===== src/rtl/ca_correlator_pkg.sv =====
// Shared types and defaults for the C/A early/prompt/late correlator.
package ca_correlator_pkg;

    localparam int CORR_SAMPLE_WIDTH = 3;
    localparam int CORR_ACC_WIDTH    = 18;
    localparam int CORR_NUM_CH       = 6;

    typedef enum logic {
        CORR_ST_WAIT_EPOCH = 1'b0,
        CORR_ST_ACCUMULATE = 1'b1
    } corr_state_t;

endpackage


===== src/rtl/ca_correlator_accumulator.sv =====
// corr_accumulator: one code-stripped integrate channel.
// A code bit of 0 adds +sample and a code bit of 1 adds -sample.
// The sample is sign-extended to ACC_WIDTH before the add.
// When the CORR_SATURATE_EN macro is defined, the running sum clamps at
// the signed ACC_WIDTH limits; otherwise it wraps.
// A load overrides enable and is never clamped.
module corr_accumulator
    import ca_correlator_pkg::*;
#(
    parameter int SAMPLE_WIDTH = CORR_SAMPLE_WIDTH,
    parameter int ACC_WIDTH    = CORR_ACC_WIDTH
) (
    input  logic                           clk,
    input  logic                           reset,
    input  logic                           enable,
    input  logic                           load,
    input  logic                           code_bit,
    input  logic signed [SAMPLE_WIDTH-1:0] sample,
    output logic signed [ACC_WIDTH-1:0]    acc
);

    logic signed [ACC_WIDTH-1:0] sample_ext;
    logic signed [ACC_WIDTH-1:0] mapped;
    logic signed [ACC_WIDTH-1:0] acc_next;

    assign sample_ext = {{(ACC_WIDTH-SAMPLE_WIDTH){sample[SAMPLE_WIDTH-1]}}, sample};
    assign mapped     = code_bit ? -sample_ext : sample_ext;

`ifdef CORR_SATURATE_EN
    localparam logic signed [ACC_WIDTH-1:0] ACC_MAX = {1'b0, {(ACC_WIDTH-1){1'b1}}};
    localparam logic signed [ACC_WIDTH-1:0] ACC_MIN = {1'b1, {(ACC_WIDTH-1){1'b0}}};

    logic signed [ACC_WIDTH:0] sum_wide;

    assign sum_wide = {acc[ACC_WIDTH-1], acc} + {mapped[ACC_WIDTH-1], mapped};

    // The two top bits disagree only when the sum left the ACC_WIDTH range.
    always_comb begin
        acc_next = sum_wide[ACC_WIDTH-1:0];
        if (sum_wide[ACC_WIDTH] != sum_wide[ACC_WIDTH-1])
            acc_next = sum_wide[ACC_WIDTH] ? ACC_MIN : ACC_MAX;
    end
`else
    assign acc_next = acc + mapped;
`endif

    // Running sum: the epoch load restarts the sum, enable accumulates.
    always_ff @(posedge clk or posedge reset) begin
        if (reset)
            acc <= '0;
        else if (load)
            acc <= mapped;
        else if (enable)
            acc <= acc_next;
    end

endmodule


===== src/rtl/ca_correlator.sv =====
// ca_correlator: early/prompt/late C/A code correlator.
// Integrates carrier-wiped I/Q over one code period, framed by code_epoch.
// Completed sums go to the tracking loops through a valid/ack hold register.
// Optional feature macro: CORR_SATURATE_EN enables the clamp in the accumulators.
module ca_correlator
    import ca_correlator_pkg::*;
#(
    parameter int SAMPLE_WIDTH = CORR_SAMPLE_WIDTH,
    parameter int ACC_WIDTH    = CORR_ACC_WIDTH
) (
    input  logic                           clk,
    input  logic                           reset,
    input  logic                           sample_valid,
    input  logic signed [SAMPLE_WIDTH-1:0] i_in,
    input  logic signed [SAMPLE_WIDTH-1:0] q_in,
    input  logic                           code_early,
    input  logic                           code_prompt,
    input  logic                           code_late,
    input  logic                           code_epoch,
    input  logic                           result_ack,
    output logic signed [ACC_WIDTH-1:0]    i_early,
    output logic signed [ACC_WIDTH-1:0]    q_early,
    output logic signed [ACC_WIDTH-1:0]    i_prompt,
    output logic signed [ACC_WIDTH-1:0]    q_prompt,
    output logic signed [ACC_WIDTH-1:0]    i_late,
    output logic signed [ACC_WIDTH-1:0]    q_late,
    output logic                           result_valid,
    output logic                           overrun
);

    corr_state_t                 state;
    logic [2:0]                  code_bits;
    logic                        epoch_hit;
    logic                        acc_load;
    logic                        acc_enable;
    logic                        dump;
    logic signed [ACC_WIDTH-1:0] ch_acc  [CORR_NUM_CH];
    logic signed [ACC_WIDTH-1:0] hold    [CORR_NUM_CH];

    assign code_bits  = {code_late, code_prompt, code_early};
    assign epoch_hit  = sample_valid && code_epoch;
    assign acc_load   = epoch_hit;
    assign acc_enable = sample_valid && !code_epoch && (state == CORR_ST_ACCUMULATE);
    assign dump       = epoch_hit && (state == CORR_ST_ACCUMULATE);

    // Channel order: even channels take I, odd channels take Q; pairs run early, prompt, late.
    for (genvar k = 0; k < CORR_NUM_CH; k++) begin : g_ch
        corr_accumulator #(
            .SAMPLE_WIDTH (SAMPLE_WIDTH),
            .ACC_WIDTH    (ACC_WIDTH)
        ) u_acc (
            .clk      (clk),
            .reset    (reset),
            .enable   (acc_enable),
            .load     (acc_load),
            .code_bit (code_bits[k/2]),
            .sample   ((k % 2 == 0) ? i_in : q_in),
            .acc      (ch_acc[k])
        );
    end

    assign i_early  = hold[0];
    assign q_early  = hold[1];
    assign i_prompt = hold[2];
    assign q_prompt = hold[3];
    assign i_late   = hold[4];
    assign q_late   = hold[5];

    // Epoch framing FSM plus the hold, valid and overrun registers; a dump takes priority over an ack.
    always_ff @(posedge clk or posedge reset) begin
        if (reset) begin
            state        <= CORR_ST_WAIT_EPOCH;
            result_valid <= 1'b0;
            overrun      <= 1'b0;
            for (int k = 0; k < CORR_NUM_CH; k++)
                hold[k] <= '0;
        end else begin
            case (state)
                CORR_ST_WAIT_EPOCH: if (epoch_hit) state <= CORR_ST_ACCUMULATE;
                CORR_ST_ACCUMULATE: state <= CORR_ST_ACCUMULATE;
                default:            state <= CORR_ST_WAIT_EPOCH;
            endcase

            if (dump) begin
                for (int k = 0; k < CORR_NUM_CH; k++)
                    hold[k] <= ch_acc[k];
                result_valid <= 1'b1;
                if (result_valid && !result_ack)
                    overrun <= 1'b1;
            end else if (result_valid && result_ack) begin
                result_valid <= 1'b0;
                overrun      <= 1'b0;
            end
        end
    end

endmodule

===== config.mk =====
export PLATFORM = sky130hd
export DESIGN_NAME = ca_correlator
export DESIGN_NICKNAME = d
export VERILOG_FILES = /design/src/rtl/ca_correlator_pkg.sv /design/src/rtl/ca_correlator_accumulator.sv /design/src/rtl/ca_correlator.sv
export SDC_FILE = /design/constraint.sdc
export NUM_CORES = 1
export LEC_CHECK = 0
export ABC_AREA = 1
export ABC_CLOCK_PERIOD_IN_PS = 14050
export BUFFER_PORTS_ARGS = -buffer_cell sky130_fd_sc_hd__buf_4
export CORE_UTILIZATION = 25
export CTS_BUF_LIST = sky130_fd_sc_hd__clkbuf_16
export CTS_CLUSTER_DIAMETER = 60
export CTS_CLUSTER_SIZE = 20
export DETAILED_ROUTE_END_ITERATION = 16
export GPL_ROUTABILITY_DRIVEN = 0
export PLACE_DENSITY = 0.48
export SYNTH_ARGS = -nofsm -noshare
export SYNTH_HDL_FRONTEND = slang
export SYNTH_SLANG_ARGS = --single-unit
export TNS_END_PERCENT = 30

===== constraint.sdc =====
create_clock -name clk -period 14.05 [get_ports clk]
set_clock_uncertainty 0.1 [all_clocks]
set_input_delay 1.405 -clock clk [delete_from_list [all_inputs] [get_ports clk]]
set_output_delay 1.405 -clock clk [all_outputs]
set_load 0.05 [all_outputs]

==> results.yml, run 1 <==
routing:
  vias_per_cell: 4.53
  ant_nets: 0
  vias: 13600
  wl_um: 44300
  drt_iter0_markers: 885
  drt-pass1-iter-count: 5
  wl_per_cell_um: 14.8
  drc: 0
clock_network:
  cts_buffers: 31
  tritoncts: "yes"
  insertion_delay_ps: 600
  cts_setup_buffers: 0
  cts-resized-gates: 0
  htreeDepth: 1
  cts_root_buffer: "clkbuf_16"
  hold_buffers: 0
  clkSinkCount: 219
  path_clk_slew_ps: 70
  cts.path.max_buffers: 3
pwr:
  max-vdd-ir-drop_mv: 0.103
  p_leak_nw: 9.19
  power.density_mw_per_mm2: 237
global_routing:
  grt_pass1_vias: 13400
  grt_overflow: 0
  grt_use_total_pct: 14.8
  antenna_found_initial: 4
  grt_max_degree: 100
  grt_pass1_wl_um: 71700
logic_synthesis:
  yosysWarnings: 0
  ys_seq_elements: 219
  syn_area_per_cell_um2: 7.02
  yosysTopAreaCell: "dfrtp_1"
  synth_top_area_share_pct: 37.3
  yosys-top-cells-area: "dfrtp_1, nand2_1, ha_1, a21oi_1, nand3_1"
  syn-instance-count: 2095
  synthesis.nets: 2234
  syn-cell-area_mm2: 0.0147
  seq_area_frac_synth_pct: 37.3
  synth.distinct_cells: 32
die:
  core_region_area_mm2: 0.0579
  start_util_pct: 25.4
  die_w_um: 245
  row_count: 88
  io_pins: 124
  die_h_um: 245
  dieArea_mm2: 0.0598
worst_hold_path:
  min_path_type: "reg -> reg"
layout:
  final_cell_mix: "nand2_1, dfrtp_1, a21oi_1"
  area_growth_pct: 18.9
  final_common_cell: "nand2_1"
  final_util_pct: 30.2
  diodes: 0
  drive_gt1_share_pct: 10.3
  fillers: 6363
  final_nets: 2343
timing:
  max_slew.worst_pin.slew_ps: 1080
  min_period_ps: 4380
  rsz0062_at_grt: "false"
  whs_ps: 373
  finalHoldViolations: 0
  setup-violations-final: 0
  relSlewSlack_pct: 27.7
  clock.fmax_mhz: 228
  drv_slew: 0
  setup_tns_ps: 0
  finalCritPeriodShare_pct: 31.2
worst_setup_path:
  cp-start-kind: "primary input"
  slowest_delay_ps: 920
  crit_required_ps: 14420
  crit_fanout: 74
  cp_slowest_cell: "inv_2"
  path_common_cell: "buf_4"
  path_class: "in -> reg"
  cp-end-kind: "flop"
  crit_buf_inv: 4
  path_cells: "buf_4 -> nand2_4 -> inv_2 -> nor2_8 -> inv_4 -> buf_4 -> nand2_1 -> a31oi_1 -> a21oi_1"
  crit_family: "buffers and inverters"
  cp_data_arrival_time_ps: 4750
status:
  status: "complete, no violations"
placed_design:
  portBuffers: 123
  dp_hpwl_um: 32500
run:
  max-cap-violations: 0
[kinds of logic (layout without fill, tap and decap cells)]
family                   count (synthesis)  after routing  share of synthesized area (%)
flip-flops                             219            219                           37.3
buffers and inverters                  267            401                           7.26
XOR/XNOR                                11             11                          0.655
AO/OA/AOI/OAI                          315            315                           11.3
adder cells (fa/ha/maj)                125            125                           10.9
AND/OR/NAND/NOR                       1158           1158                           32.6
[cell type report]
| cell class | count | area (um2) | area share [%] |
|---|---|---|---|
| clock buffer | 31 | 776 | 4.44 |
| clock inverter | 27 | 313 | 1.79 |
| inverter | 214 | 818 | 4.68 |
| multi-input combinational | 1609 | 8170 | 46.7 |
| sequential | 219 | 5480 | 31.3 |
| tap | 765 | 957 | 5.47 |
| timing repair buffer | 129 | 968 | 5.54 |
[report_power, final]
part / internal (mW) / total, mW / switching, mW / leakage (nW)
sequential: 0.875 / 1.10 / 0.223 / 2.57
clock: 0.448 / 0.816 / 0.368 / 0.526
combinational: 0.768 / 2.22 / 1.45 / 6.09
[state kept, by name, indices dropped and copies added (netlist names)]
name            flops
g_ch.u_acc.acc    108
i_early            18
i_late             18
i_prompt           18
q_early            18
q_late             18
q_prompt           18
overrun             1
result_valid        1
state               1
[metal layers]
metal / GRT usage [%] / up-vias / wire length [um]
li1: - / 7015 / -
met1: 19.8 / 6276 / 21000
met2: 24.4 / 211 / 20400
met3: 2.58 / 54 / 1960
met4: 3.60 / 8 / 841
met5: 0 / - / 63
[cell usage after synthesis]
cell,instances
nor2_1,153
a21o_1,6
o211ai_1,6
dfrtp_1,219
a31oi_1,2
nand3b_1,23
xnor2_1,7
a21oi_1,208
and2_1,11
or2_2,28
fa_1,6
nor3_1,13
nand2_1,750
and3_1,4
a22oi_1,8
inv_1,206
ha_1,119
nand3_2,1
o221ai_1,4
xor2_1,4
nand3_1,173
o21bai_1,5
buf_2,13
clkbuf_1,29
buf_1,5
nand2_2,1
inv_2,6
inv_4,2
nor2_8,1
o21ai_1,7
o21ai_0,69
buf_6,6
[worst paths after layout]
kind	to	from	cells past startpoint	slack, ps
max	g_ch[3].u_acc.acc[4]$_DFFE_PP0P_	sample_valid	9	9670
min	i_prompt[10]$_DFFE_PP0P_	i_prompt[10]$_DFFE_PP0P_	2	370
max reg2reg	g_ch[3].u_acc.acc[4]$_DFFE_PP0P_	state$_DFF_PP0_	8	11140
min reg2reg	i_prompt[10]$_DFFE_PP0P_	i_prompt[10]$_DFFE_PP0P_	2	370
max in group asynchronous	g_ch[2].u_acc.acc[17]$_DFFE_PP0P_	reset	3	11600
min in group asynchronous	i_early[7]$_DFFE_PP0P_	reset	2	840
[worst min-delay path, cell delays in order (launching register included)]
cell and delay [ps]:
dfrtp_1 350, nand2_1 50, nand2_1 40
[metrics by stage]
stage	std cells	total power [mW]	area [um2]	setup slack, ps
6_report	2994	4.14	17500	9670
5_1_grt	2994	4.52	17500	9460
4_1_cts	2994	4.19	17500	9660
3_5_place_dp	2936	3.34	16400	9020
3_3_place_gp	2936	3.32	16400	9120
2_1_floorplan	2095	2.73	14700	6550
(Power assumes the default switching activity.)
==> run 2: changes to the inputs <==
Settings changed: ABC_CLOCK_PERIOD_IN_PS 14050 to 3600, PLACE_DENSITY 0.48 to 0.49.
Clock period 14.05 ns to 3.6 ns, I/O delays scaled along.
==> run 2 against run 1 <==
  * Final cell count is 0.53% higher
  * Final area is 0.38% higher
  * Sequential power grew to 3.8 times the previous value
  * Core utilization is 0.11 points higher
  * Sequential share of layout area is 0.12 points lower
  * Sequential cell count stayed put
  * Worst hold slack worse by 260 ps
  * Register-to-register slack worse by 10000 ps
  * Total power grew to 3.8 times the previous value
  * Highest routed layer unchanged
==> results.yml, run 2 (synthesis gave the netlist of run 1 again) <==
status:
  status: "complete, no violations"
worst_hold_path:
  whs_path_depth: 4
  min_path_type: "in -> reg"
global_routing:
  grt_pass1_wl_um: 71500
  grt_max_degree: 115
  grt_pass1_vias: 13400
  antenna_found_initial: 4
  grt_use_total_pct: 14.7
  grt_overflow: 0
layout:
  area_growth_pct: 19.3
  seqCellArea_mm2: 0.00548
  final_common_cell: "nand2_1"
  final_util_pct: 30.3
  final_nets: 2363
  multi_input_area_mm2: 0.00817
  drive_gt1_share_pct: 10.5
  final_cell_area_mm2: 0.0176
  fillers: 6389
  final_cell_mix: "nand2_1, dfrtp_1, a21oi_1"
  largest_reg_flops: 108
  largest-register: "g_ch.u_acc.acc"
timing:
  setup_ws_ps: 305
  finalCritPeriodShare_pct: 91.5
  finalHoldViolations: 0
  setup_tns_ps: 0
  whs_ps: 114
  clock.fmax_mhz: 304
  max_slew.worst_pin.slew_ps: 916
  rsz0062_at_grt: "false"
  setup-violations-final: 0
  drv_slew: 0
  relSlewSlack_pct: 38.9
  min_period_ps: 3290
placed_design:
  portBuffers: 123
  postPlaceCellArea_mm2: 0.0166
  dp_hpwl_um: 31900
  post-place-ws_ps: 299
routing:
  vias: 13700
  drt-pass1-iter-count: 6
  ant_nets: 0
  vias_per_cell: 4.55
  drt_iter0_markers: 796
  wl_per_cell_um: 14.6
  wl_um: 43900
  drc: 0
die:
  core_region_area_mm2: 0.0579
  start_util_pct: 25.4
  dieArea_mm2: 0.0598
  die_h_um: 245
  row_count: 88
  die_w_um: 245
  io_pins: 124
pwr:
  p_leak_nw: 9.24
  max-vdd-ir-drop_mv: 0.416
  power.density_mw_per_mm2: 896
clock_network:
  insertion_delay_ps: 570
  cts_root_buffer: "clkbuf_16"
  cts-resized-gates: 0
  path_clk_slew_ps: 70
  tritoncts: "yes"
  clkSinkCount: 219
  htreeDepth: 1
  cts.path.max_buffers: 3
  cts_buffers: 29
worst_setup_path:
  path_class: "in -> reg"
  cp-end-kind: "flop"
  cp_data_arrival_time_ps: 3630
  cp-start-kind: "primary input"
  reg2regPathDepth: 8
  crit_fanout: 8
  crit_required_ps: 3940
run:
  max-cap-violations: 0
## run 2: cell types whose count changed in the layout (fill, tap and decap cells not counted)
cell / delta
buf_12: +4
buf_4: +14
clkbuf_16: -2
clkinv_1: +2
clkinv_2: -2
clkinv_4: +2
clkinv_8: -5
diode_2: +1
dlygate4sd3_1: +4
inv_1: +2
inv_6: +3
inv_8: -7
## run 2: metal layers
| layer | wire length [um] | vias up | share of wire (%) | GRT usage [%] |
|---|---|---|---|---|
| met3 | 1970 | 49 | 4.5 | 2.32 |
| met4 | 700 | 6 | 1.6 | 3.36 |
| met1 | 20500 | 6386 | 47 | 19.5 |
| li1 | - | 7043 | - | - |
| met5 | 37 | - | 0.084 | 0 |
| met2 | 20600 | 216 | 47 | 24.9 |
## run 2: worst max-delay path: stages
cell and delay (ps):
dlygate4sd3_1 580, buf_4 160, inv_1 50, ha_1 190, inv_1 60, ha_1 130, inv_1 70, a21oi_1 710
ha_1 420, a21oi_1 210, nor2_1 60, nor2_1 80, nand2_1 110, or2_2 290, nand3_1 70, a21oi_1 80
## run 2: stage by stage
step | instances | total power, mW
finish | 3010 | 15.7
CTS | 3009 | 15.9
detailed placement | 2954 | 13.0
global route | 3010 | 17.2
global placement | 2954 | 12.9
floorplan | 2095 | 10.7
## run 2: report_power, final
group / internal, mW / switching, mW
clock network: 1.58 / 1.27
logic: 3.03 / 5.62
registers: 3.42 / 0.811
total: 8.03 / 7.69
## run 2: worst paths after layout
check                                    startpoint                                end  slack [ps]
setup / recovery                            q_in[0]   g_ch[1].u_acc.acc[7]$_DFFE_PP0P_         310
hold / removal                           code_early   g_ch[1].u_acc.acc[2]$_DFFE_PP0P_         110
setup reg to reg                    state$_DFF_PP0_   g_ch[3].u_acc.acc[3]$_DFFE_PP0P_        1030
hold reg to reg            i_prompt[10]$_DFFE_PP0P_           i_prompt[10]$_DFFE_PP0P_         370
max in group asynchronous                     reset             q_late[12]$_DFFE_PP0P_        2320
min in group asynchronous                     reset  g_ch[2].u_acc.acc[14]$_DFFE_PP0P_         160
## run 2: area by class of cell
class	instances	share of cell area (%)
repair buffers	151	6.80
clock inverters	22	1.17
diodes	1	0.0143
flip-flops and latches	219	31.2
multi-input cells	1609	46.6
inverters	214	4.64
well taps	765	5.45
clock buffers	29	4.13
## run 2: repair_timing
action / 4_1_cts / 5_1_grt
buffers inserted: 0 / 0
endpoints found under the hold margin: 10 / 0
hold buffers: 4 / 0
